--- src/rtl/avalon_channel_fifos.sv ---
// avalon_channel_fifos
//   Avalon-MM ingress buffer. Host writes to addresses 1..CHANNELS push one
//   word into the matching FIFO; each FIFO is drained through a show-ahead
//   pop interface. Also provides overflow drop counters with a sticky
//   any-drop flag, per-channel flush, and host-readable status/occupancy.
//
// Parameters
//   DATA_W    stored word width (1..32)
//   CHANNELS  number of FIFOs (1..7)
//   DEPTH     words per FIFO (power of two, >= 2)
//
// Ports
//   clk, reset        rising-edge clock, asynchronous active-high reset
//   chipselect        Avalon select; qualifies write and read
//   write, read       Avalon strobes
//   address[3:0]      0 status (rd), 1..CHANNELS push (wr),
//                     8+c channel c drops/occupancy (rd), 15 control (wr)
//   writedata[31:0]   push data / control word (flush mask, bit 31 clear)
//   readdata[31:0]    registered read data, 1-cycle latency
//   pop[CHANNELS]     per-channel dequeue request
//   q                 head word per channel, channel c at [c*DATA_W +: DATA_W]
//   empty, full       per-channel flags derived from registered occupancy
module avalon_channel_fifos #(
    parameter int DATA_W   = 32,
    parameter int CHANNELS = 3,
    parameter int DEPTH    = 4
) (
    input  logic                       clk,
    input  logic                       reset,
    input  logic                       chipselect,
    input  logic                       write,
    input  logic                       read,
    input  logic [3:0]                 address,
    input  logic [31:0]                writedata,
    output logic [31:0]                readdata,
    input  logic [CHANNELS-1:0]        pop,
    output logic [CHANNELS*DATA_W-1:0] q,
    output logic [CHANNELS-1:0]        empty,
    output logic [CHANNELS-1:0]        full
);
    localparam int AW = $clog2(DEPTH);
    localparam int OW = $clog2(DEPTH + 1);
    localparam logic [OW-1:0] OCC_FULL = OW'(DEPTH);

    logic [DATA_W-1:0] mem [CHANNELS][DEPTH];
    logic [AW-1:0]     wr_ptr [CHANNELS];
    logic [AW-1:0]     rd_ptr [CHANNELS];
    logic [OW-1:0]     occ [CHANNELS];
    logic [15:0]       drop_cnt [CHANNELS];
    logic              any_drop;

    logic                wr_valid;
    logic                rd_valid;
    logic                ctrl_wr;
    logic                clear_drops;
    logic [CHANNELS-1:0] push_sel;
    logic [CHANNELS-1:0] do_push;
    logic [CHANNELS-1:0] do_pop;
    logic [CHANNELS-1:0] drop_evt;
    logic [CHANNELS-1:0] flush;
    logic [31:0]         status_word;
    logic [31:0]         rd_word;

    // Write data bits above DATA_W (other than the clear bit) carry no meaning.
    logic unused_wdata;
    assign unused_wdata = ^writedata;

    always_comb begin
        wr_valid    = chipselect && write;
        rd_valid    = chipselect && read;
        ctrl_wr     = wr_valid && (address == 4'd15);
        clear_drops = ctrl_wr && writedata[31];
    end

    // Flags come only from registered occupancy, so pop and the bus never
    // reach empty/full combinationally. Full is judged before any same-cycle
    // pop, which is why a push to a full FIFO drops even while it is popped.
    always_comb begin
        for (int c = 0; c < CHANNELS; c++) begin
            empty[c]    = (occ[c] == '0);
            full[c]     = (occ[c] == OCC_FULL);
            push_sel[c] = wr_valid && (address == 4'(c + 1));
            flush[c]    = ctrl_wr && writedata[c];
            do_push[c]  = push_sel[c] && (occ[c] != OCC_FULL);
            drop_evt[c] = push_sel[c] && (occ[c] == OCC_FULL);
            do_pop[c]   = pop[c] && (occ[c] != '0) && !writedata_flush(c);
        end
    end

    // Flush wins over pop; wrapped in a function so the pop term above does
    // not read back the flush vector assigned in the same block.
    function automatic logic writedata_flush(input int c);
        return ctrl_wr && writedata[c];
    endfunction

    always_comb begin
        for (int c = 0; c < CHANNELS; c++) begin
            q[c*DATA_W +: DATA_W] = mem[c][rd_ptr[c]];
        end
    end

    // Storage is deliberately not reset.
    always_ff @(posedge clk) begin
        for (int c = 0; c < CHANNELS; c++) begin
            if (do_push[c]) begin
                mem[c][wr_ptr[c]] <= writedata[DATA_W-1:0];
            end
        end
    end

    always_ff @(posedge clk or posedge reset) begin
        if (reset) begin
            for (int c = 0; c < CHANNELS; c++) begin
                wr_ptr[c]   <= '0;
                rd_ptr[c]   <= '0;
                occ[c]      <= '0;
                drop_cnt[c] <= '0;
            end
            any_drop <= 1'b0;
        end else begin
            for (int c = 0; c < CHANNELS; c++) begin
                if (flush[c]) begin
                    wr_ptr[c] <= '0;
                    rd_ptr[c] <= '0;
                    occ[c]    <= '0;
                end else begin
                    if (do_push[c]) begin
                        wr_ptr[c] <= wr_ptr[c] + AW'(1);
                    end
                    if (do_pop[c]) begin
                        rd_ptr[c] <= rd_ptr[c] + AW'(1);
                    end
                    if (do_push[c] && !do_pop[c]) begin
                        occ[c] <= occ[c] + OW'(1);
                    end else if (!do_push[c] && do_pop[c]) begin
                        occ[c] <= occ[c] - OW'(1);
                    end
                end
                // Clear beats a same-cycle increment; the counter saturates.
                if (clear_drops) begin
                    drop_cnt[c] <= '0;
                end else if (drop_evt[c] && (drop_cnt[c] != 16'hFFFF)) begin
                    drop_cnt[c] <= drop_cnt[c] + 16'd1;
                end
            end
            if (clear_drops) begin
                any_drop <= 1'b0;
            end else if (|drop_evt) begin
                any_drop <= 1'b1;
            end
        end
    end

    // Read mux sees pre-edge state, so a read alongside a push returns the
    // values from before that push.
    always_comb begin
        status_word = '0;
        for (int c = 0; c < CHANNELS; c++) begin
            status_word[c]     = empty[c];
            status_word[8 + c] = full[c];
        end
        status_word[16] = any_drop;

        rd_word = '0;
        if (address == 4'd0) begin
            rd_word = status_word;
        end
        for (int c = 0; c < CHANNELS; c++) begin
            if (address == 4'(8 + c)) begin
                rd_word = {drop_cnt[c], 16'(occ[c])};
            end
        end
    end

    always_ff @(posedge clk or posedge reset) begin
        if (reset) begin
            readdata <= '0;
        end else if (rd_valid) begin
            readdata <= rd_word;
        end
    end

endmodule

--- config.mk ---
export PLATFORM = sky130hd
export DESIGN_NAME = avalon_channel_fifos
export DESIGN_NICKNAME = d
export VERILOG_FILES = /design/src/rtl/avalon_channel_fifos.sv
export SDC_FILE = /design/constraint.sdc
export NUM_CORES = 1
export LEC_CHECK = 0
export BUFFER_PORTS_ARGS = -buffer_cell sky130_fd_sc_hd__buf_2
export CAP_MARGIN = 5
export CORE_MARGIN = 1
export CORE_UTILIZATION = 59
export CTS_CLUSTER_DIAMETER = 50
export DETAILED_ROUTE_END_ITERATION = 10
export GPL_TIMING_DRIVEN = 0
export HOLD_SLACK_MARGIN = 0.06
export PLACE_DENSITY = 0.79
export RECOVER_POWER = 50
export SLEW_MARGIN = 30
export SYNTH_ARGS = -nofsm -noshare
export SYNTH_HDL_FRONTEND = slang
export SYNTH_SLANG_ARGS = --single-unit
export TNS_END_PERCENT = 10
--- constraint.sdc ---
create_clock -name clk -period 4.4 [get_ports clk]
set_clock_uncertainty 0.05 [all_clocks]
set_input_delay 1.32 -clock clk [delete_from_list [all_inputs] [get_ports clk]]
set_output_delay 1.32 -clock clk [all_outputs]
set_load 0.01 [all_outputs]
Yosys cells after proc, flatten, opt, wreduce, memory -nomap -nowiden
Memories as Yosys holds them, arrays and structs flattened.
Cells that the tools add are included.
{"block": "word_totals", "ff_bits": 102, "ramBits": 384, "input_bits": 44, "mem_count": 1}
{"memory": "mem", "words": 3, "word_bits": 128, "read_ports": 3, "rd_clocked_by_memory_dff": 0, "wr": 1, "line_no": "45", "source": "logic [DATA_W-1:0] mem [CHANNELS][DEPTH];"}
{"block": "classes", "add_sub_neg": 15, "n_lt_le_gt_ge": 9, "n_eq_ne": 16, "mux": 60, "bitwise_logic": 6, "reduce_logical": 66}
{"operator": "$mux W128", "count": 7}
{"operator": "$mux W32", "count": 12}
{"operator": "$reduce_or A128 Y1", "count": 2}
{"operator": "$bmux W32 S2", "count": 3}
{"operator": "$demux W32 S2", "count": 3}
{"operator": "$mux W16", "count": 6}
{"operator": "$add A16 B1 Y16 const B", "count": 3}
{"operator": "$ne A16 B16 Y1 const B", "count": 3}
{"operator": "$logic_and A1 B1 Y1", "count": 34}
{"operator": "$mux W2", "count": 14}
{"operator": "$mux W3", "count": 9}
{"operator": "$reduce_bool A2 Y1", "count": 10}
{"operator": "$ge A3 B3 Y1 const B", "count": 6}
{"operator": "$not A2 Y3", "count": 6}
{"operator": "$reduce_bool A3 Y1", "count": 6}
{"operator": "$mux W17", "count": 1}
{"operator": "$eq A4 B4 Y1 const B", "count": 4}
{"operator": "$add A2 B1 Y2 const B", "count": 6}
{"operator": "$add A3 B1 Y3 const B", "count": 3}
{"operator": "$eq A3 B3 Y1 const B", "count": 3}
{"operator": "$logic_not A1 Y1", "count": 9}
{"operator": "$logic_not A3 Y1", "count": 3}
{"operator": "$lt A3 B1 Y1 const B", "count": 3}
{"operator": "$ne A3 B3 Y1 const B", "count": 3}
{"operator": "other kinds (6)", "count": 13}

Depth between registers and ports, before layout
{"block": "logic_depth", "word_depth": 9, "ltp_mapped": 9}

Worst setup path after synthesis
Ideal clock, no wire load.
{"block": "synth_timing", "path_kind": "input to register", "from": "input address[2]", "to": "memory mem[0][0] (netlist bit), enable pin", "setup_ns": 0.392, "arrival_ns": 2.989, "t_required_ns": 3.958, "slack_ns": 0.969, "cell_stages": 4, "n_path_buf": 1, "path_cell_list": "nand4bb_1 buf_2 nor3_1 and2_1"}
{"block": "synth_between", "elab_chain_len": 8}
{"element": "from (decl)", "line_no": "33", "source": "input logic [3:0] address,"}
{"element": "$eq A4 B2 Y1", "line_no": "82", "source": "push_sel[c] = wr_valid && (address == 4'(c + 1));"}
{"element": "$logic_and A1 B1 Y1", "line_no": "82"}
{"element": "$logic_and A1 B1 Y1", "line_no": "84", "source": "do_push[c] = push_sel[c] && (occ[c] != OCC_FULL);"}
{"element": "$mux W1", "line_no": "105", "source": "if (do_push[c]) begin"}
{"element": "$mux W128 (not written as such)", "line_no": "106", "source": "mem[c][wr_ptr[c]] <= writedata[DATA_W-1:0];"}
{"element": "$reduce_or A128 Y1 (no line)"}
{"element": "$mux W2 (no line) or $mux W128 (tied branches) (2 in series)"}
{"element": "to (decl)", "line_no": "45"}
Parallel ways exist; a longest one is shown, timed or not.

Worst setup path after layout
{"block": "layout_timing", "from": "register rd_ptr[2] (netlist bit)", "to": "output q[51]"}
{"block": "layout_between", "elab_chain_len": 4}
{"element": "from (decl)", "line_no": "47", "source": "logic [AW-1:0] rd_ptr [CHANNELS];"}
{"element": "from (signal, indexed assignment)", "line_no": "131", "source": "rd_ptr[c] <= rd_ptr[c] + AW'(1);"}
{"element": "$not A2 Y3 (not written as such)", "line_no": "98", "source": "q[c*DATA_W +: DATA_W] = mem[c][rd_ptr[c]];"}
{"element": "$bmux W32 S2", "line_no": "98"}
{"element": "$mux W32 (not written as such) (2 in series)", "line_no": "98"}
{"element": "to (decl)", "line_no": "37", "source": "output logic [CHANNELS*DATA_W-1:0] q,"}
No other way between the ends. The select of a mux whose other input is x is not followed.

==> results.toml <==
[outcome]
status = "finished with violations"
violations = "capacitance limit"

[timing]
setup_tns_ns = 0
fmax_mhz = 253
slew_headroom_pct = 1.00
setup_viol = 0
period_needed_ns = 3.96
finalCritPeriodShare_pct = 89.9
final_hold_viol_count = 0
tightest_slew_ns = 1.48
rsz0062_at_grt = "no"
hold_slack_ns = 0.432
final_max_slew_viol_count = 0

[placed_design]
portBuffers = 167
hpwl_um = 25700
place_area_sq_um = 20700
gp_routability_congestion = 0.893

[clocking]
clock-sinks = 476
cts_tree = "done"
cts_buffers = 49
cts_buffer_depth = 3
clock-root-buffer = "clkbuf_16"
cts_hold_buf = 0
post_cts_buffers = 0
htreeDepth = 2
clk_latency_ns = 0.56
post_cts_resized = 0
path_clk_slew_ns = 0.06

[die]
dieArea_sq_um = 33100
fp.dieW_um = 182
std_cell_rows = 65
die_h_um = 182
io-pin-count = 178
initial_core_util_pct = 60.2
coreArea_sq_um = 31700

[drt]
post_drt_via_cell_ratio = 6.18
drt_wl_total_um = 43000
dr.first_iter.drc_count = 1014
wire_per_inst_um = 24.8
routed-via-count = 10715
ant_nets = 0
first_pass_iters = 10
route.detailed.drc = 0

[power]
leakagePower_nw = 7.82
ir_drop_v = 0.000501
powerDensity_nw_per_um2 = 554

[finish]
fillCellCount = 1991
seqCellArea_sq_um = 13800
utilization_pct = 70.2
design_area_sq_um = 22300
layout.nets = 1353
drive_above_1_share_pct = 26.1
area_delta_synth_final_pct = 16.7
multi_input_area_sq_um = 4960

[yosys]
netlist_instances = 1056
netlist.top_cell.by_area = "edfxtp_1"
synth-main-ff-cell = "edfxtp_1"
ys_seq_area_share_pct = 72.5
ys_ff_latch = 476
netlist_top_cells_area = "edfxtp_1 60%, dfrtp_1 12%, mux4_2 11%, xnor2_1 1.7%, nor2_1 1.2%"
synth.top_cell.area_share_pct = 60.4
ys_types = 56
synth.cell_area_sq_um = 19100
netlist_top_cells_count = "384 x edfxtp_1, 96 x mux4_2, 92 x dfrtp_1, 62 x nor2_1, 55 x nand2_1"
yosysWarnings = 0
synth_edf_count = 384
async_reset_ff_share_pct = 19.3
avgSynthCellArea_sq_um = 18.1
synthMostInstantiatedCell = "edfxtp_1"

[critical_path]
critPathCapture = "q[51]"
cpMostUsedCell = "buf_2"
worstSetupPathType = "reg2out"
crit_chain = "clkbuf_1 -> buf_2 -> mux4_2 -> buf_2"
critical_path.max_stage_delay_ns = 0.60
regToRegStartpoint = "occ[1]"
rr_worst_depth = 9
end_kind = "output pin"
reg2reg_to = "occ[2]"
cp.required_ns = 3.03
critPathTopFamily = "buffers and inverters"
path_depth = 4
r2r_slack_ns = 1.78
path_max_fanout = 10
critPathSlowestCell = "mux4_2"
startpoint = "rd_ptr[2]"
crit_buf_inv = 3
cp-start-kind = "flop"
cp.arrival_ns = 2.59

[global_routing]
met2_usage_pct = 44.3
grt_first_pass_wirelength_um = 65100
grt_antenna_before_repair = 0
grtUsageTotal_pct = 26.7
use_met3_pct = 4.45
busiest_layer = "met2"
grt_max_degree = 61
met1_usage_pct = 37.6
grt_overflow_total = 0
grt_pass1_vias = 10820

[job]
drv_cap = 1

[min_path]
hp-class = "reg2reg"
## area by class of cell
class                   count  area share, %
diodes                      1         0.0112
plain buffers              58           1.25
clock buffers              71           6.29
clock inverters            20           1.24
inverters                  16          0.275
multi-input cells         515           22.3
flip-flops and latches    476           62.1
well taps                 402           2.26
repair buffers            175           4.30
## layer usage
| metal | part of all wire, % | wire, um |
|---|---|---|
| met5 | 0 | 0 |
| met4 | 2.1 | 897 |
| met3 | 7.9 | 3380 |
| met2 | 49 | 21100 |
| met1 | 41 | 17700 |
## logic make-up (layout without fill, tap and decap cells)
| logic type | after synthesis | count (layout) | share of synthesized area [%] |
|---|---|---|---|
| compound gates | 88 | 88 | 3.27 |
| simple gates | 245 | 245 | 7.12 |
| fa+ha+maj | 18 | 18 | 1.30 |
| flops | 476 | 476 | 72.5 |
| buf+inv | 74 | 340 | 1.77 |
| xor+xnor | 53 | 53 | 2.43 |
| mux | 101 | 101 | 11.6 |
| other cells | 1 | 11 | 0.0197 |
## where the power goes
part / internal [mW] / switching, mW / total (mW) / leakage, nW
logic: 1.32 / 1.60 / 2.92 / 2.31
registers: 5.01 / 0.144 / 5.15 / 4.69
clock network: 2.53 / 1.73 / 4.26 / 0.815
## placed cells by master (no fill, tap or decap), drive strengths merged, types with 16 or more instances in the layout
| cell type | instances |
|---|---|
| xnor2 | 37 |
| dfrtp | 92 |
| nand3 | 19 |
| clkbuf | 162 |
| and2 | 21 |
| nand2 | 55 |
| nor3 | 16 |
| mux4 | 96 |
| inv | 21 |
| o21ai | 29 |
| edfxtp | 384 |
| nor2 | 64 |
| buf | 142 |
| xor2 | 16 |
## flip-flops by register name (all words and copies together) (netlist names)
| register | count |
|---|---|
| any_drop | 1 |
| drop_cnt | 48 |
| mem | 384 |
| occ | 9 |
| rd_ptr | 6 |
| readdata | 22 |
| wr_ptr | 6 |
## worst min-delay path by stage
stage / cells past startpoint / slack (ns) / to / startpoint
2_1_floorplan: 1 / 0.45 / drop_cnt[30] / drop_cnt[30]
3_3_place_gp: 2 / 0.41 / readdata[26] / readdata[26]
3_5_place_dp: 2 / 0.42 / readdata[28] / readdata[28]
4_1_cts: 2 / 0.43 / readdata[25] / readdata[25]
5_1_grt: 2 / 0.46 / readdata[2] / readdata[2]
6_report: 2 / 0.43 / readdata[21] / readdata[21]
## worst register-to-register path, cell delays in order, from the launching register on
cell and delay [ns]:
dfrtp_1 0.47, or3b_4 0.46, inv_1 0.16, nor3_2 0.13
a21boi_0 0.17, fa_1 0.40, or2_2 0.30, mux2i_1 0.17
xnor2_1 0.13, nor2_1 0.05
## metrics by stage
stage | instances | power (mW) | setup slack (ns)
after floorplan | 1065 | 7.08 | 0.638
after global placement | 1634 | 8.07 | -0.450
after detailed placement | 1642 | 8.15 | 0.597
after CTS | 1733 | 12.4 | 0.397
after global routing | 1733 | 12.8 | 0.290
final | 1734 | 12.3 | 0.444
(Power assumes the default switching activity.)
